File: src/rtl/half_log2_iter.sv
// Iterative half-precision log2: integer part from the exponent, fraction bits by repeated squaring,
// result packed to half with round-to-nearest-even. Optional macro HALF_LOG2_SUBNORM_EN normalizes subnormals.
module half_log2_iter #(
   parameter int FRAC_BITS = 12,
   parameter int WORK_W    = 16
) (
   input  logic        clk,
   input  logic        rst,
   input  logic        in_valid,
   output logic        in_ready,
   input  logic [15:0] a,
   output logic        out_valid,
   input  logic        out_ready,
   output logic [15:0] c
);

   localparam int CNT_W = (FRAC_BITS > 1) ? $clog2(FRAC_BITS) : 1;
   localparam int V_W   = 6 + FRAC_BITS;
   localparam int SH_W  = $clog2(V_W);
   localparam logic [CNT_W-1:0] CNT_LAST = CNT_W'(FRAC_BITS - 1);

   typedef enum logic [2:0] {
      IDLE = 3'd0,
      NORM = 3'd1,
      ITER = 3'd2,
      PACK = 3'd3,
      DONE = 3'd4
   } state_t;

   function automatic logic [SH_W-1:0] lead_one(input logic [V_W-1:0] x);
      logic [SH_W-1:0] pos;
      pos = '0;
      for (int i = 0; i < V_W; i++) begin
         if (x[i]) begin
            pos = SH_W'(i);
         end
      end
      return pos;
   endfunction

`ifdef HALF_LOG2_SUBNORM_EN
   function automatic logic [3:0] lzc10(input logic [9:0] m);
      logic [3:0] n;
      n = 4'd10;
      for (int i = 0; i < 10; i++) begin
         if (m[i]) begin
            n = 4'(9 - i);
         end
      end
      return n;
   endfunction
`endif

   state_t                  state_q, state_d;
   logic [15:0]             a_q, a_d;
   logic signed [5:0]       int_q, int_d;
   logic [WORK_W:0]         y_q, y_d;
   logic [FRAC_BITS-1:0]    frac_q, frac_d;
   logic [CNT_W-1:0]        cnt_q, cnt_d;
   logic                    force_q, force_d;
   logic [15:0]             spec_q, spec_d;
   logic [15:0]             c_q, c_d;
   logic                    out_valid_q, out_valid_d;

   logic [4:0]              exp_s;
   logic [9:0]              man_s;
   logic                    sgn_s;
   logic                    cls_force_s;
   logic [15:0]             cls_spec_s;
   logic signed [5:0]       norm_int_s;
   logic [WORK_W:0]         norm_y_s;

   logic [2*WORK_W+1:0]     sq_s;
   logic [WORK_W+1:0]       p_trunc_s;
   logic                    iter_bit_s;
   logic [WORK_W:0]         iter_y_s;

   logic signed [V_W-1:0]   v_s;
   logic                    neg_s;
   logic [V_W-1:0]          mag_s;
   logic [SH_W-1:0]         lead_s;
   logic [V_W-1:0]          norm_mag_s;
   logic [10:0]             sig_s;
   logic                    guard_s;
   logic                    sticky_s;
   logic [11:0]             sig_rnd_s;
   logic [4:0]              biased_s;
   logic [15:0]             pack_c_s;
   logic                    unused_s;

   assign exp_s = a_q[14:10];
   assign man_s = a_q[9:0];
   assign sgn_s = a_q[15];

`ifdef HALF_LOG2_SUBNORM_EN
   logic [3:0]  lz_s;
   logic [10:0] sub_man_s;
   assign lz_s      = lzc10(man_s);
   assign sub_man_s = {1'b0, man_s} << (lz_s + 4'd1);
`endif

   // Classify the captured operand and build the starting integer part and working mantissa
   always_comb begin
      cls_force_s = 1'b0;
      cls_spec_s  = 16'h0000;
      norm_int_s  = $signed({1'b0, exp_s}) - 6'sd15;
      norm_y_s    = {1'b1, man_s, {(WORK_W-10){1'b0}}};
      if (exp_s == 5'h1F) begin
         cls_force_s = 1'b1;
         if ((man_s != 10'd0) || sgn_s) begin
            cls_spec_s = 16'h7E00;
         end else begin
            cls_spec_s = 16'h7C00;
         end
      end else if ((exp_s == 5'h00) && (man_s == 10'd0)) begin
         cls_force_s = 1'b1;
         cls_spec_s  = 16'hFC00;
`ifdef HALF_LOG2_SUBNORM_EN
      end else if (sgn_s) begin
         cls_force_s = 1'b1;
         cls_spec_s  = 16'h7E00;
      end else if (exp_s == 5'h00) begin
         norm_int_s = -6'sd15 - $signed({2'b00, lz_s});
         norm_y_s   = {sub_man_s, {(WORK_W-10){1'b0}}};
`else
      end else if (exp_s == 5'h00) begin
         cls_force_s = 1'b1;
         cls_spec_s  = 16'hFC00;
      end else if (sgn_s) begin
         cls_force_s = 1'b1;
         cls_spec_s  = 16'h7E00;
`endif
      end else begin
         cls_force_s = 1'b0;
      end
   end

   // One squaring step: the integer bit of y*y is the next fraction bit of log2
   assign sq_s      = {{(WORK_W+1){1'b0}}, y_q} * {{(WORK_W+1){1'b0}}, y_q};
   assign p_trunc_s = sq_s[2*WORK_W+1:WORK_W];
   assign iter_bit_s = p_trunc_s[WORK_W+1];
   assign iter_y_s   = iter_bit_s ? p_trunc_s[WORK_W+1:1] : p_trunc_s[WORK_W:0];

   // Pack {int,frac} to half: normalize the magnitude so its leading one sits at the MSB, then RNE
   assign v_s        = {int_q, frac_q};
   assign neg_s      = v_s[V_W-1];
   assign mag_s      = neg_s ? $unsigned(-v_s) : $unsigned(v_s);
   assign lead_s     = lead_one(mag_s);
   assign norm_mag_s = mag_s << (SH_W'(V_W - 1) - lead_s);
   assign sig_s      = norm_mag_s[V_W-1 -: 11];
   assign guard_s    = norm_mag_s[V_W-12];
   assign sticky_s   = |norm_mag_s[V_W-13:0];
   assign sig_rnd_s  = {1'b0, sig_s} + {11'd0, guard_s & (sticky_s | sig_s[0])};
   assign biased_s   = 5'(lead_s) + 5'd15 - 5'(FRAC_BITS) + {4'd0, sig_rnd_s[11]};
   assign pack_c_s   = (v_s == '0) ? 16'h0000 : {neg_s, biased_s, sig_rnd_s[9:0]};

   assign unused_s = ^{sq_s[WORK_W-1:0], sig_rnd_s[10]};

   // Next-state and datapath updates
   always_comb begin
      state_d     = state_q;
      a_d         = a_q;
      int_d       = int_q;
      y_d         = y_q;
      frac_d      = frac_q;
      cnt_d       = cnt_q;
      force_d     = force_q;
      spec_d      = spec_q;
      c_d         = c_q;
      out_valid_d = out_valid_q;
      case (state_q)
         IDLE: begin
            if (in_valid) begin
               a_d     = a;
               state_d = NORM;
            end else begin
               state_d = IDLE;
            end
         end
         NORM: begin
            int_d   = norm_int_s;
            y_d     = norm_y_s;
            force_d = cls_force_s;
            spec_d  = cls_spec_s;
            frac_d  = '0;
            cnt_d   = '0;
            state_d = ITER;
         end
         ITER: begin
            y_d    = iter_y_s;
            frac_d = {frac_q[FRAC_BITS-2:0], iter_bit_s};
            if (cnt_q == CNT_LAST) begin
               state_d = PACK;
            end else begin
               cnt_d = cnt_q + CNT_W'(1);
            end
         end
         PACK: begin
            c_d         = force_q ? spec_q : pack_c_s;
            out_valid_d = 1'b1;
            state_d     = DONE;
         end
         DONE: begin
            if (out_ready) begin
               out_valid_d = 1'b0;
               state_d     = IDLE;
            end else begin
               state_d = DONE;
            end
         end
         default: begin
            out_valid_d = 1'b0;
            state_d     = IDLE;
         end
      endcase
   end

   always_ff @(posedge clk) begin
      if (rst) begin
         state_q     <= IDLE;
         a_q         <= 16'h0000;
         int_q       <= 6'sd0;
         y_q         <= '0;
         frac_q      <= '0;
         cnt_q       <= '0;
         force_q     <= 1'b0;
         spec_q      <= 16'h0000;
         c_q         <= 16'h0000;
         out_valid_q <= 1'b0;
      end else begin
         state_q     <= state_d;
         a_q         <= a_d;
         int_q       <= int_d;
         y_q         <= y_d;
         frac_q      <= frac_d;
         cnt_q       <= cnt_d;
         force_q     <= force_d;
         spec_q      <= spec_d;
         c_q         <= c_d;
         out_valid_q <= out_valid_d;
      end
   end

   assign in_ready  = (state_q == IDLE);
   assign out_valid = out_valid_q;
   assign c         = c_q;

endmodule
File: config.mk
export PLATFORM = sky130hd
export DESIGN_NAME = half_log2_iter
export DESIGN_NICKNAME = d
export VERILOG_FILES = /design/src/rtl/half_log2_iter.sv
export SDC_FILE = /design/constraint.sdc
export NUM_CORES = 1
export LEC_CHECK = 0
export CORE_UTILIZATION = 40
export DETAILED_ROUTE_END_ITERATION = 7
export PLACE_DENSITY = 0.54
export SYNTH_ARGS = -nofsm -noshare
export SYNTH_HDL_FRONTEND = slang
export SYNTH_SLANG_ARGS = --single-unit
File: constraint.sdc
create_clock -name clk -period 9.71 [get_ports clk]
set_input_delay 1.4565 -clock clk [delete_from_list [all_inputs] [get_ports clk]]
set_output_delay 1.4565 -clock clk [all_outputs]
set_load 0.02 [all_outputs]
**Word level (Yosys, flattened, before mapping)**

Index checks and enable logic that the tools add are counted.
W data, S select, Z words.

- Memories: 0
- Bits in writable memories: 0
- Bits in read-only memories: 0
- Input port bits: 20
- Bits in latches: 0
- Flip-flop bits (word level): 92
- Output and inout bits: 18
- Word-level logic and storage cells: 85

- Reduce and logical (&&, ||, !) cells: 13
- Multipliers: 1
- Div/mod/pow operators: 0
- Bitwise operators: 3
- Equal/unequal tests: 9
- Order comparisons: 0
- Add/subtract/negate cells: 8
- Shift operators: 1
- Multiplexer cells: 40

Operators by type and width:

| cell | number |
|---|---|
| $mux W16 | 5 |
| $mux W5 | 16 |
| $mul A17 B17 Y34 | 1 |
| $pmux W17 S2 | 1 |
| $pmux W12 S2 | 1 |
| $logic_not A18 Y1 | 1 |
| $mux W18 | 1 |
| $neg A18 Y18 | 1 |
| $shl A18 B5 Y18 | 1 |
| $mux W17 | 1 |
| $mux W15 | 1 |
| $pmux W3 S5 | 1 |
| $add A11 B1 Y12 | 1 |
| $logic_not A10 Y1 | 1 |
| $mux W10 | 1 |
| $reduce_bool A10 Y1 | 1 |
| $pmux W4 S2 | 1 |
| $mux W1 | 7 |
| $eq A3 B2 Y1 const B | 2 |
| $mux W3 | 2 |
| $ne A2 B2 Y1 const B | 3 |
| $reduce_and A2 Y1 | 3 |
| $reduce_or A6 Y1 | 1 |
| $sub A5 B4 Y6 const B | 1 |
| 20 further kinds | 20 |

**Longest topological paths before layout**

Gate-level depths: netlist (run 1).

- Depth after elaboration: 28
- Gate-level depth with buffers: 30
- Mapped depth without buffers: 27

**Worst setup path after synthesis (run 1)**

No wires, ideal clock.

- Path kind: register to register
- Start point: register y_q[2]
- End point: register y_q[10]
- Cell stages (with the launch flop): 25
- Clock period less this slack: 7.135 ns
- Path buffers: 4
- Library setup time: 0.130 ns
- Setup slack: 2.575 ns
- Arrival: 7.005 ns
- Required time: 9.580 ns
- Path through: dfxtp_1 -> clkbuf_1 -> clkbuf_1 -> nand2_1 -> fa_1 -> inv_1 -> fa_1 -> inv_1 -> fa_1 -> fa_1 -> inv_1 -> fa_1 -> fa_1 -> ha_1 -> inv_1 -> o41ai_1 -> a31o_2 -> nand4_1 -> a31o_2 -> mux2i_1 -> nor2_1 -> clkbuf_1 -> clkbuf_1 -> mux2i_1 -> o22ai_1

- Cells in the longest elaborated chain, start to end: 3

RTL lines:

| element | RTL line | source |
|---|---|---|
| start, declared | 57 | `logic [WORK_W:0] y_q, y_d;` |
| start signal, assigned | 234 | `y_q <= y_d;` |
| $mul A17 B17 Y34 | 139 | `assign sq_s = {{(WORK_W+1){1'b0}}, y_q} * {{(WORK_W+1){1'b0}}, y_q};` |
| $mux W17 | 142 | `assign iter_y_s = iter_bit_s ? p_trunc_s[WORK_W+1:1] : p_trunc_s[WORK_W:0];` |
| $pmux W17 S2 | 171 | `case (state_q)` |

No other way between the ends.
A chain may end at the register's enable or synchronous reset.

**Final worst setup path (run 1)**

- Start point: register y_q[7]
- End point: register y_q[11]

The elaborated chain is that of the path after synthesis.

==> metrics.yaml, run 1 <==
cts:
  cts_setup_buffers: 0
  clockBufferDepth: 2
  cts_sinks: 78
  cts_root_buf: "clkbuf_16"
  cts_inserted_buffers: 9
  cts_resized: 0
  cts_tree: "done"
  holdBufCountCts: 0
  clock_latency_ns: 0.34
  clk_pin_slew_ns: 0.07
  htreeDepth: 3
yosys:
  yosys_warnings: 0
  async_flop_share_pct: 0
  syn_inst: 1631
  synth_top_area_share_pct: 27.96
  ys_top_cells_by_count: "286 x inv_1, 190 x fa_1, 165 x nand2_1"
  synth.most_common_cell: "inv_1"
  ys_ff_latch: 78
  yosysSeqAreaShare_pct: 11.48
  avgSynthCellArea_um2: 8.342
  synthFlopType: "dfxtp_1"
  synth_cell_type_count: 94
  synth-edff-count: 0
  synthTopCellsByArea: "fa_1 28%, dfxtp_1 11%, ha_1 11%, inv_1 7.9%, nand2_1 4.6%"
  yosysTopAreaCell: "fa_1"
  syn_nets: 1961
  mappedNetlistArea_um2: 13610
global_route:
  grt_usage_pct: 20.72
  grt_pass1_wl_um: 58390
  grt_pass1_vias: 11180
  antenna_found_initial: 0
  grt.overflow.total: 0
  grt_max_degree: 73
placement:
  placed_cell_area_um2: 14240
  pre_cts_ws_ns: 1.697
  dp.final_hpwl_um: 27140
  gp_congestion: 0.8781
  io_buffers: 37
run_status:
  status: "finished, final reports clean"
sta:
  min_period_over_period_pct: 82.72
  rsz0062_at_grt: "false"
  max_freq_mhz: 124.5
  fin_skew_ns: 0.01166
  slew_viol_final: 0
  hold_viol: 0
  min_period_ns: 8.032
  fin_tns_setup_ns: 0
  finalSetupViolCount: 0
  slew_headroom_pct: 34.25
  setup_ws_ns: 1.678
  worst_pin_slew_ns: 0.9739
layout:
  nets: 1932
  fin_area_um2: 14560
  drive_gt1_share_pct: 5.040
  antennaDiodeCount: 0
  area_growth_pct: 6.998
  fill_cells: 3383
route:
  ant_nets: 0
  routed_wl_um: 34170
  vias: 10910
  wire_per_inst_um: 16.63
  detail_route.iter0.violations: 625
  drcViolationCount: 0
  detail_route.vias_per_cell: 5.309
  drt_first_pass_iters: 6
worst_setup_path:
  cpPeakStageDelay_ns: 0.95
  crit_family: "adder cells"
  slowest_stage: "dfxtp_1"
  crit_type: "flop to flop"
  crit_top_cell: "fa_1"
  cp.buffers_inverters: 4
  critPathLaunchType: "flop"
  cp.arrival_ns: 8.30
  end_kind: "flop"
  r2r_slack_ns: 1.68
  cp.required_ns: 9.98
  path_max_fanout: 18
  crit_chain: "nand2_1 -> fa_1 -> fa_1 -> inv_1 -> fa_1 -> inv_1 -> fa_1 -> inv_1 -> fa_1 -> fa_1 -> ha_1 -> inv_1 -> o41ai_1 -> a31o_2 -> nand4_1 -> a31o_2 -> mux2i_1 -> or2_1 -> o21ai_0 -> or3_1 -> a21oi_1"
power_and_ir_drop:
  p_per_area_nw_per_um2: 84.77
  p_leak_nw: 6.990
  power_mw: 1.234
  ir_drop_mv: 0.1046
die:
  die_w_um: 186.4
  rows: 67
  core-area_um2: 33530
  dieHeight_um: 186.4
  die-area_um2: 34760
  ioPinCount: 38
  start_util_pct: 40.57
flow_run:
  cap_viol_max_count: 0
hold_path:
  hp-class: "flop to flop"
-- routing by layer --
metal	vias up	wire [um]	GRT usage (%)	share of wire (%)
met2	187	15790	33.70	46
met1	5367	16890	29.99	49
met3	27	1135	2.389	3.3
li1	5330	-	-	-
met4	0	352	3.210	1.0
met5	-	0	0	0
-- cell families (layout without fill, tap and decap cells) --
family	Yosys count	in the layout	synth area share (%)
xor+xnor	52	52	3.458
flops	78	78	11.48
fa+ha+maj	310	310	38.99
mux	17	17	1.499
compound gates	323	323	16.80
simple gates	474	474	16.90
buf+inv	377	353	10.87
-- worst reg2reg max path: stages, from the launching register on --
cell and delay [ns]:
dfxtp_1 0.95, nand2_1 0.27, fa_1 0.57, fa_1 0.51
inv_1 0.05, fa_1 0.53, inv_1 0.05, fa_1 0.50
inv_1 0.06, fa_1 0.50, fa_1 0.49, ha_1 0.41
inv_1 0.06, o41ai_1 0.70, a31o_2 0.33, nand4_1 0.16
a31o_2 0.31, mux2i_1 0.35, or2_1 0.52, o21ai_0 0.17
or3_1 0.32, a21oi_1 0.13
-- flip-flops by register name, summed over array words and instances, names as in the netlist --
register / flops
c: 16
int_q: 6
frac_q: 12
cnt_q: 4
y_q: 17
spec_q: 2
force_q: 1
state_q: 3
a_q: 16
out_valid: 1
-- cell usage in the layout, fill, tap and decap left out, drive strengths merged, types with 11 or more instances in the layout --
cell type,count
nor2,103
a21oi,79
o21ai,58
buf,13
nor3,30
nand4,12
xor2,25
dfxtp,78
xnor2,27
o22ai,12
a211oi,21
inv,290
nand2,165
nor4,15
ha,120
or2,11
a22oi,27
a21o,13
nand2b,11
o211ai,20
and2,60
a31oi,11
clkdlybuf4s50,36
fa,190
nand3,24
-- final timing paths --
kind / from / endpoint / cells after the start
hold reg to reg: c[6]$_SDFFE_PP0P_ / c[6]$_SDFFE_PP0P_ / 2
setup reg to reg: y_q[7]$_SDFFE_PP0P_ / y_q[11]$_SDFFE_PP0P_ / 21
setup / recovery: y_q[7]$_SDFFE_PP0P_ / y_q[11]$_SDFFE_PP0P_ / 21
hold / removal: c[6]$_SDFFE_PP0P_ / c[6]$_SDFFE_PP0P_ / 2
-- metrics by stage --
stage / hold slack, ns / util (%) / std cells
detailed placement: 0.4480 / 42.46 / 2039
floorplan: 0.4449 / - / 1631
global route: 0.4809 / 43.41 / 2055
global placement: 0.4420 / 42.46 / 2039
finish: 0.4582 / 43.41 / 2055
CTS: 0.4601 / 43.41 / 2055
-- power breakdown --
part	switching (mW)	internal (mW)	total [mW]
clock network	0.147	0.227	0.375
logic	0.321	0.172	0.493
registers	0.0316	0.335	0.366
total	0.500	0.734	1.23
-- layout make-up --
| type | instances | area [um2] | area share, % |
|---|---|---|---|
| clock buffers | 10 | 229.0 | 1.573 |
| repair buffers | 49 | 455.4 | 3.128 |
| inverters | 288 | 1081 | 7.426 |
| multi-input cells | 1176 | 10580 | 72.66 |
| flip-flops and latches | 78 | 1562 | 10.73 |
| well taps | 448 | 560.5 | 3.850 |
| clock inverters | 6 | 92.59 | 0.6360 |
Power figures use the tool's default switching activity.
==> run 2: changes to the inputs <==
==> constraint.sdc (replaced) <==
create_clock -name clk -period 7.6 [get_ports clk]
set_input_delay 1.14 -clock clk [delete_from_list [all_inputs] [get_ports clk]]
set_output_delay 1.14 -clock clk [all_outputs]
set_load 0.02 [all_outputs]
==> run 2 against run 1 <==
Against the previous run: fmax grew 13%; hold slack lost 0.0072 ns; global-route usage grew 0.61 points; setup slack lost 1.2 ns; clock skew grew 0.0040 ns; final cell count grew 1.5%; power grew 23%.
==> metrics.yaml, run 2 (synthesis gave the netlist of run 1 again) <==
power_and_ir_drop:
  p_leak_nw: 7.136
  p_per_area_nw_per_um2: 102.7
  power_mw: 1.517
  ir_drop_mv: 0.1035
global_route:
  grt.overflow.total: 0
  grt_max_degree: 47
  antenna_found_initial: 0
  grt_pass1_wl_um: 59930
  grt_pass1_vias: 11410
  grt_usage_pct: 21.34
layout:
  drive_gt1_share_pct: 7.575
  fill_cells: 3454
  final_cell_mix: "286 x inv_1, 190 x fa_1, 165 x nand2_1, 120 x ha_1, 99 x nor2_1"
  largest_reg_flops: 17
  antennaDiodeCount: 0
  nets: 1964
  final_common_cell: "inv_1"
  top_register: "y_q"
  area_growth_pct: 8.553
hold_path:
  hp-class: "flop to flop"
cts:
  clk_pin_slew_ns: 0.07
  clock_latency_ns: 0.35
  cts_tree: "done"
  htreeDepth: 3
  cts_sinks: 78
  cts_root_buf: "clkbuf_16"
  clockBufferDepth: 2
  cts_inserted_buffers: 9
die:
  start_util_pct: 40.57
  core-area_um2: 33530
  die_w_um: 186.4
  die-area_um2: 34760
  dieHeight_um: 186.4
  rows: 67
  ioPinCount: 38
placement:
  dp.final_hpwl_um: 28990
  io_buffers: 37
  gp_congestion: 0.9109
route:
  detail_route.iter0.violations: 716
  ant_nets: 0
  drt_first_pass_iters: 5
  drcViolationCount: 0
  routed_wl_um: 35260
  detail_route.vias_per_cell: 5.323
  wire_per_inst_um: 16.91
  vias: 11100
sta:
  rsz0062_at_grt: "false"
  max_freq_mhz: 140.3
  min_period_over_period_pct: 93.79
  fin_tns_setup_ns: 0
  slew_headroom_pct: 28.59
  slew_viol_final: 0
  min_period_ns: 7.128
  finalSetupViolCount: 0
  hold_viol: 0
  fin_skew_ns: 0.01563
  worst_pin_slew_ns: 1.058
worst_setup_path:
  path_max_fanout: 15
  end_kind: "flop"
  crit_type: "flop to flop"
  cp.arrival_ns: 7.42
  cp.required_ns: 7.89
  critPathLaunchType: "flop"
flow_run:
  cap_viol_max_count: 0
run_status:
  status: "finished, final reports clean"
-- run 2: cell types whose count changed in the layout (fill, tap and decap cells not counted), sizes merged --
cell / change
clkinv: +2
bufinv: -2
inv: -2
buf: +32
-- run 2: repair_timing --
| item | in CTS | in global routing |
|---|---|---|
| setup buffers | 0 | 0 |
| setup endpoints to repair | 0 | 13 |
| gates resized for setup | 0 | 13 |
| hold buffers | 0 | 0 |
-- run 2: metrics by stage --
step                hold WS (ns)  utilization (%)  instance area, um2  cells  setup WS [ns]
detailed placement        0.4429            43.17               14480   2071         0.1787
floorplan                 0.4449                -               13610   1631         0.4647
global placement          0.4438            43.17               14480   2071         0.2967
CTS                       0.4511            43.96               14740   2085         0.1428
global route              0.4892            44.04               14770   2085       0.005098
finish                    0.4509            44.04               14770   2085         0.4720
-- run 2: layout make-up --
cell class	count	area (um2)	area share, %
inverters	288	1081	7.320
clock buffers	10	239.0	1.618
well taps	448	560.5	3.795
flip-flops and latches	78	1570	10.63
repair buffers	81	699.4	4.736
multi-input cells	1176	10590	71.73
clock inverters	4	25.02	0.1694
-- run 2: routing by layer --
layer	track usage, %	vias to the layer above	wire [um]
met5	0	-	0
met2	34.92	224	16420
met3	2.370	35	1538
met1	30.13	5449	16720
met4	4.927	0	582
li1	-	5390	-
-- run 2: report_power, final --
group	internal, mW	total (mW)	switching (mW)	leakage [nW]
registers	0.428	0.464	0.0362	0.636
logic	0.232	0.653	0.422	6.37
clock network	0.225	0.399	0.174	0.126
-- run 2: worst max-delay path, cell delays in order, from the launching register on --
cell and delay, ns:
dfxtp_1 0.65, nand2_1 0.20, fa_1 0.54, inv_1 0.05, fa_1 0.54, inv_1 0.06
fa_1 0.48, fa_1 0.52, inv_1 0.08, fa_1 0.51, fa_1 0.49, ha_1 0.30
inv_1 0.05, o41ai_2 0.48, a31o_2 0.29, nand4_1 0.17, a31o_2 0.32, mux2i_2 0.18
or2_2 0.44, o31ai_1 0.47, a22oi_1 0.12, nor2_1 0.11
-- run 2: path summary, 6_finish.rpt --
check | from | to | slack [ns] | cells past startpoint
worst min-delay path | c[6]$_SDFFE_PP0P_ | c[6]$_SDFFE_PP0P_ | 0.45 | 2
worst max-delay path | y_q[3]$_SDFFE_PP0P_ | y_q[2]$_SDFFE_PP0P_ | 0.47 | 21
worst max register to register | y_q[3]$_SDFFE_PP0P_ | y_q[2]$_SDFFE_PP0P_ | 0.47 | 21
worst min register to register | c[6]$_SDFFE_PP0P_ | c[6]$_SDFFE_PP0P_ | 0.45 | 2
==> run 3: changes to the inputs <==
--- a/config.mk
+++ b/config.mk
@@ -5,6 +5,7 @@
 export SDC_FILE = /design/constraint.sdc
 export NUM_CORES = 1
 export LEC_CHECK = 0
+export CAP_MARGIN = 20
 export CORE_UTILIZATION = 40
 export DETAILED_ROUTE_END_ITERATION = 7
 export PLACE_DENSITY = 0.54
==> run 3 against run 2 <==
Against the previous run: combinational power about the same; utilization about the same; power about the same; critical endpoint unchanged.
==> metrics.yaml, run 3 (synthesis gave the netlist of run 1 again) <==
run_status:
  status: "finished, final reports clean"
cts:
  cts_root_buf: "clkbuf_16"
  cts_setup_buffers: 0
  cts_tree: "done"
  clockBufferDepth: 2
  clk_pin_slew_ns: 0.07
  clock_latency_ns: 0.35
  cts_inserted_buffers: 9
  htreeDepth: 3
  cts_resized: 0
  cts_sinks: 78
  holdBufCountCts: 0
power_and_ir_drop:
  p_per_area_nw_per_um2: 102.9
  p_leak_nw: 7.138
  ir_drop_mv: 0.1036
  power_mw: 1.518
die:
  start_util_pct: 40.57
  core-area_um2: 33530
  die_w_um: 186.4
  ioPinCount: 38
  dieHeight_um: 186.4
  rows: 67
  die-area_um2: 34760
worst_setup_path:
  critPathLaunchType: "flop"
  end_kind: "flop"
  cp.arrival_ns: 7.47
  r2r_slack_ns: 0.42
  reg2reg_from: "y_q[7]$_SDFFE_PP0P_"
  path_max_fanout: 16
  r2r_end: "y_q[2]$_SDFFE_PP0P_"
  crit_type: "flop to flop"
  r2r_cells: 25
  cp.required_ns: 7.90
layout:
  antennaDiodeCount: 0
  final_common_cell: "inv_1"
  final_cell_mix: "286 x inv_1, 190 x fa_1, 165 x nand2_1, 120 x ha_1, 101 x nor2_1"
  area_growth_pct: 8.498
  largest_reg_flops: 17
  multi_input_area_um2: 10590
  top_register: "y_q"
  regArea_um2: 1567
  fill_cells: 3458
  nets: 1965
  final_cells: 2086
  drive_gt1_share_pct: 7.326
route:
  drt_first_pass_iters: 5
  wl_met2_um: 16420
  vias: 11110
  wl_met3_um: 1507
  routed_wl_um: 35330
  ant_nets: 0
  detail_route.vias_per_cell: 5.324
  drcViolationCount: 0
  wire_per_inst_um: 16.94
  top_layer: "met4"
  detail_route.iter0.violations: 686
  wl_met1_um: 16820
global_route:
  grt_max_degree: 47
  grt_usage_pct: 21.34
  grt.overflow.total: 0
  grt_pass1_wl_um: 59930
  antenna_found_initial: 0
  grt_pass1_vias: 11410
sta:
  slew_viol_final: 0
  min_period_over_period_pct: 94.46
  fin_tns_setup_ns: 0
  slew_headroom_pct: 34.83
  max_freq_mhz: 139.3
  min_period_ns: 7.179
  finalSetupViolCount: 0
  hold_viol: 0
  worst_pin_slew_ns: 0.9723
  holdWs_ns: 0.4509
  fin_skew_ns: 0.01614
placement:
  gp_congestion: 0.9109
  io_buffers: 37
  dp.final_hpwl_um: 28990
  place_inst: 2071
hold_path:
  min_from: "c[6]$_SDFFE_PP0P_"
  hp-class: "flop to flop"
  holdPathEnd: "c[6]$_SDFFE_PP0P_"
  holdPathStages: 2
flow_run:
  cap_viol_max_count: 0
[run 3: area by class of cell]
| type | instances | share of cell area, % |
|---|---|---|
| clock inverters | 4 | 0.1695 |
| clock buffers | 10 | 1.619 |
| repair buffers | 82 | 4.747 |
| well taps | 448 | 3.797 |
| flip-flops and latches | 78 | 10.61 |
| multi-input cells | 1176 | 71.73 |
| inverters | 288 | 7.323 |
[run 3: through the flow]
step	worst slack, ns	util (%)	instance area (um2)
floorplan	0.4647	-	13610
global placement	0.2967	43.17	14480
detailed placement	0.1787	43.17	14480
CTS	0.1428	43.96	14740
global route	-0.02104	44.02	14760
finish	0.4207	44.02	14760
[run 3: routing by layer]
metal	vias to the layer above	track usage, %
met5	-	0
met4	0	4.927
met3	35	2.370
met2	218	34.92
met1	5464	30.13
li1	5389	-
[run 3: worst max-delay path, cell delays in order, from the launching register on]
cell and delay, ns:
dfxtp_1 0.49, buf_4 0.32, and2_1 0.21, inv_1 0.06, fa_1 0.48, inv_1 0.05, fa_1 0.37, inv_1 0.08
fa_1 0.42, fa_1 0.49, inv_1 0.05, fa_1 0.50, fa_1 0.56, ha_1 0.16, or3_1 0.10, a221oi_1 0.05
buf_4 0.16, o41ai_2 0.47, a31o_2 0.29, nand4_1 0.17, a31o_2 0.32, mux2i_2 0.18, or2_2 0.44, o31ai_1 0.47
a22oi_1 0.12, nor2_1 0.11
[run 3: report_power, final]
| part | switching [mW] | internal (mW) | leakage, nW |
|---|---|---|---|
| clock network | 0.174 | 0.225 | 0.126 |
| logic | 0.423 | 0.232 | 6.38 |
| registers | 0.0365 | 0.428 | 0.635 |
[run 3: worst max-delay path by stage]
| stage | end | slack, ns | startpoint |
|---|---|---|---|
| floorplan | y_q[10]$_SDFFE_PP0P_ | 0.46 | y_q[2]$_SDFFE_PP0P_ |
| global placement | y_q[2]$_SDFFE_PP0P_ | 0.30 | y_q[7]$_SDFFE_PP0P_ |
| detailed placement | y_q[11]$_SDFFE_PP0P_ | 0.18 | y_q[6]$_SDFFE_PP0P_ |
| CTS | y_q[11]$_SDFFE_PP0P_ | 0.14 | y_q[6]$_SDFFE_PP0P_ |
| global route | y_q[12]$_SDFFE_PP0P_ | -0.02 | y_q[5]$_SDFFE_PP0P_ |
| finish | y_q[2]$_SDFFE_PP0P_ | 0.42 | y_q[7]$_SDFFE_PP0P_ |
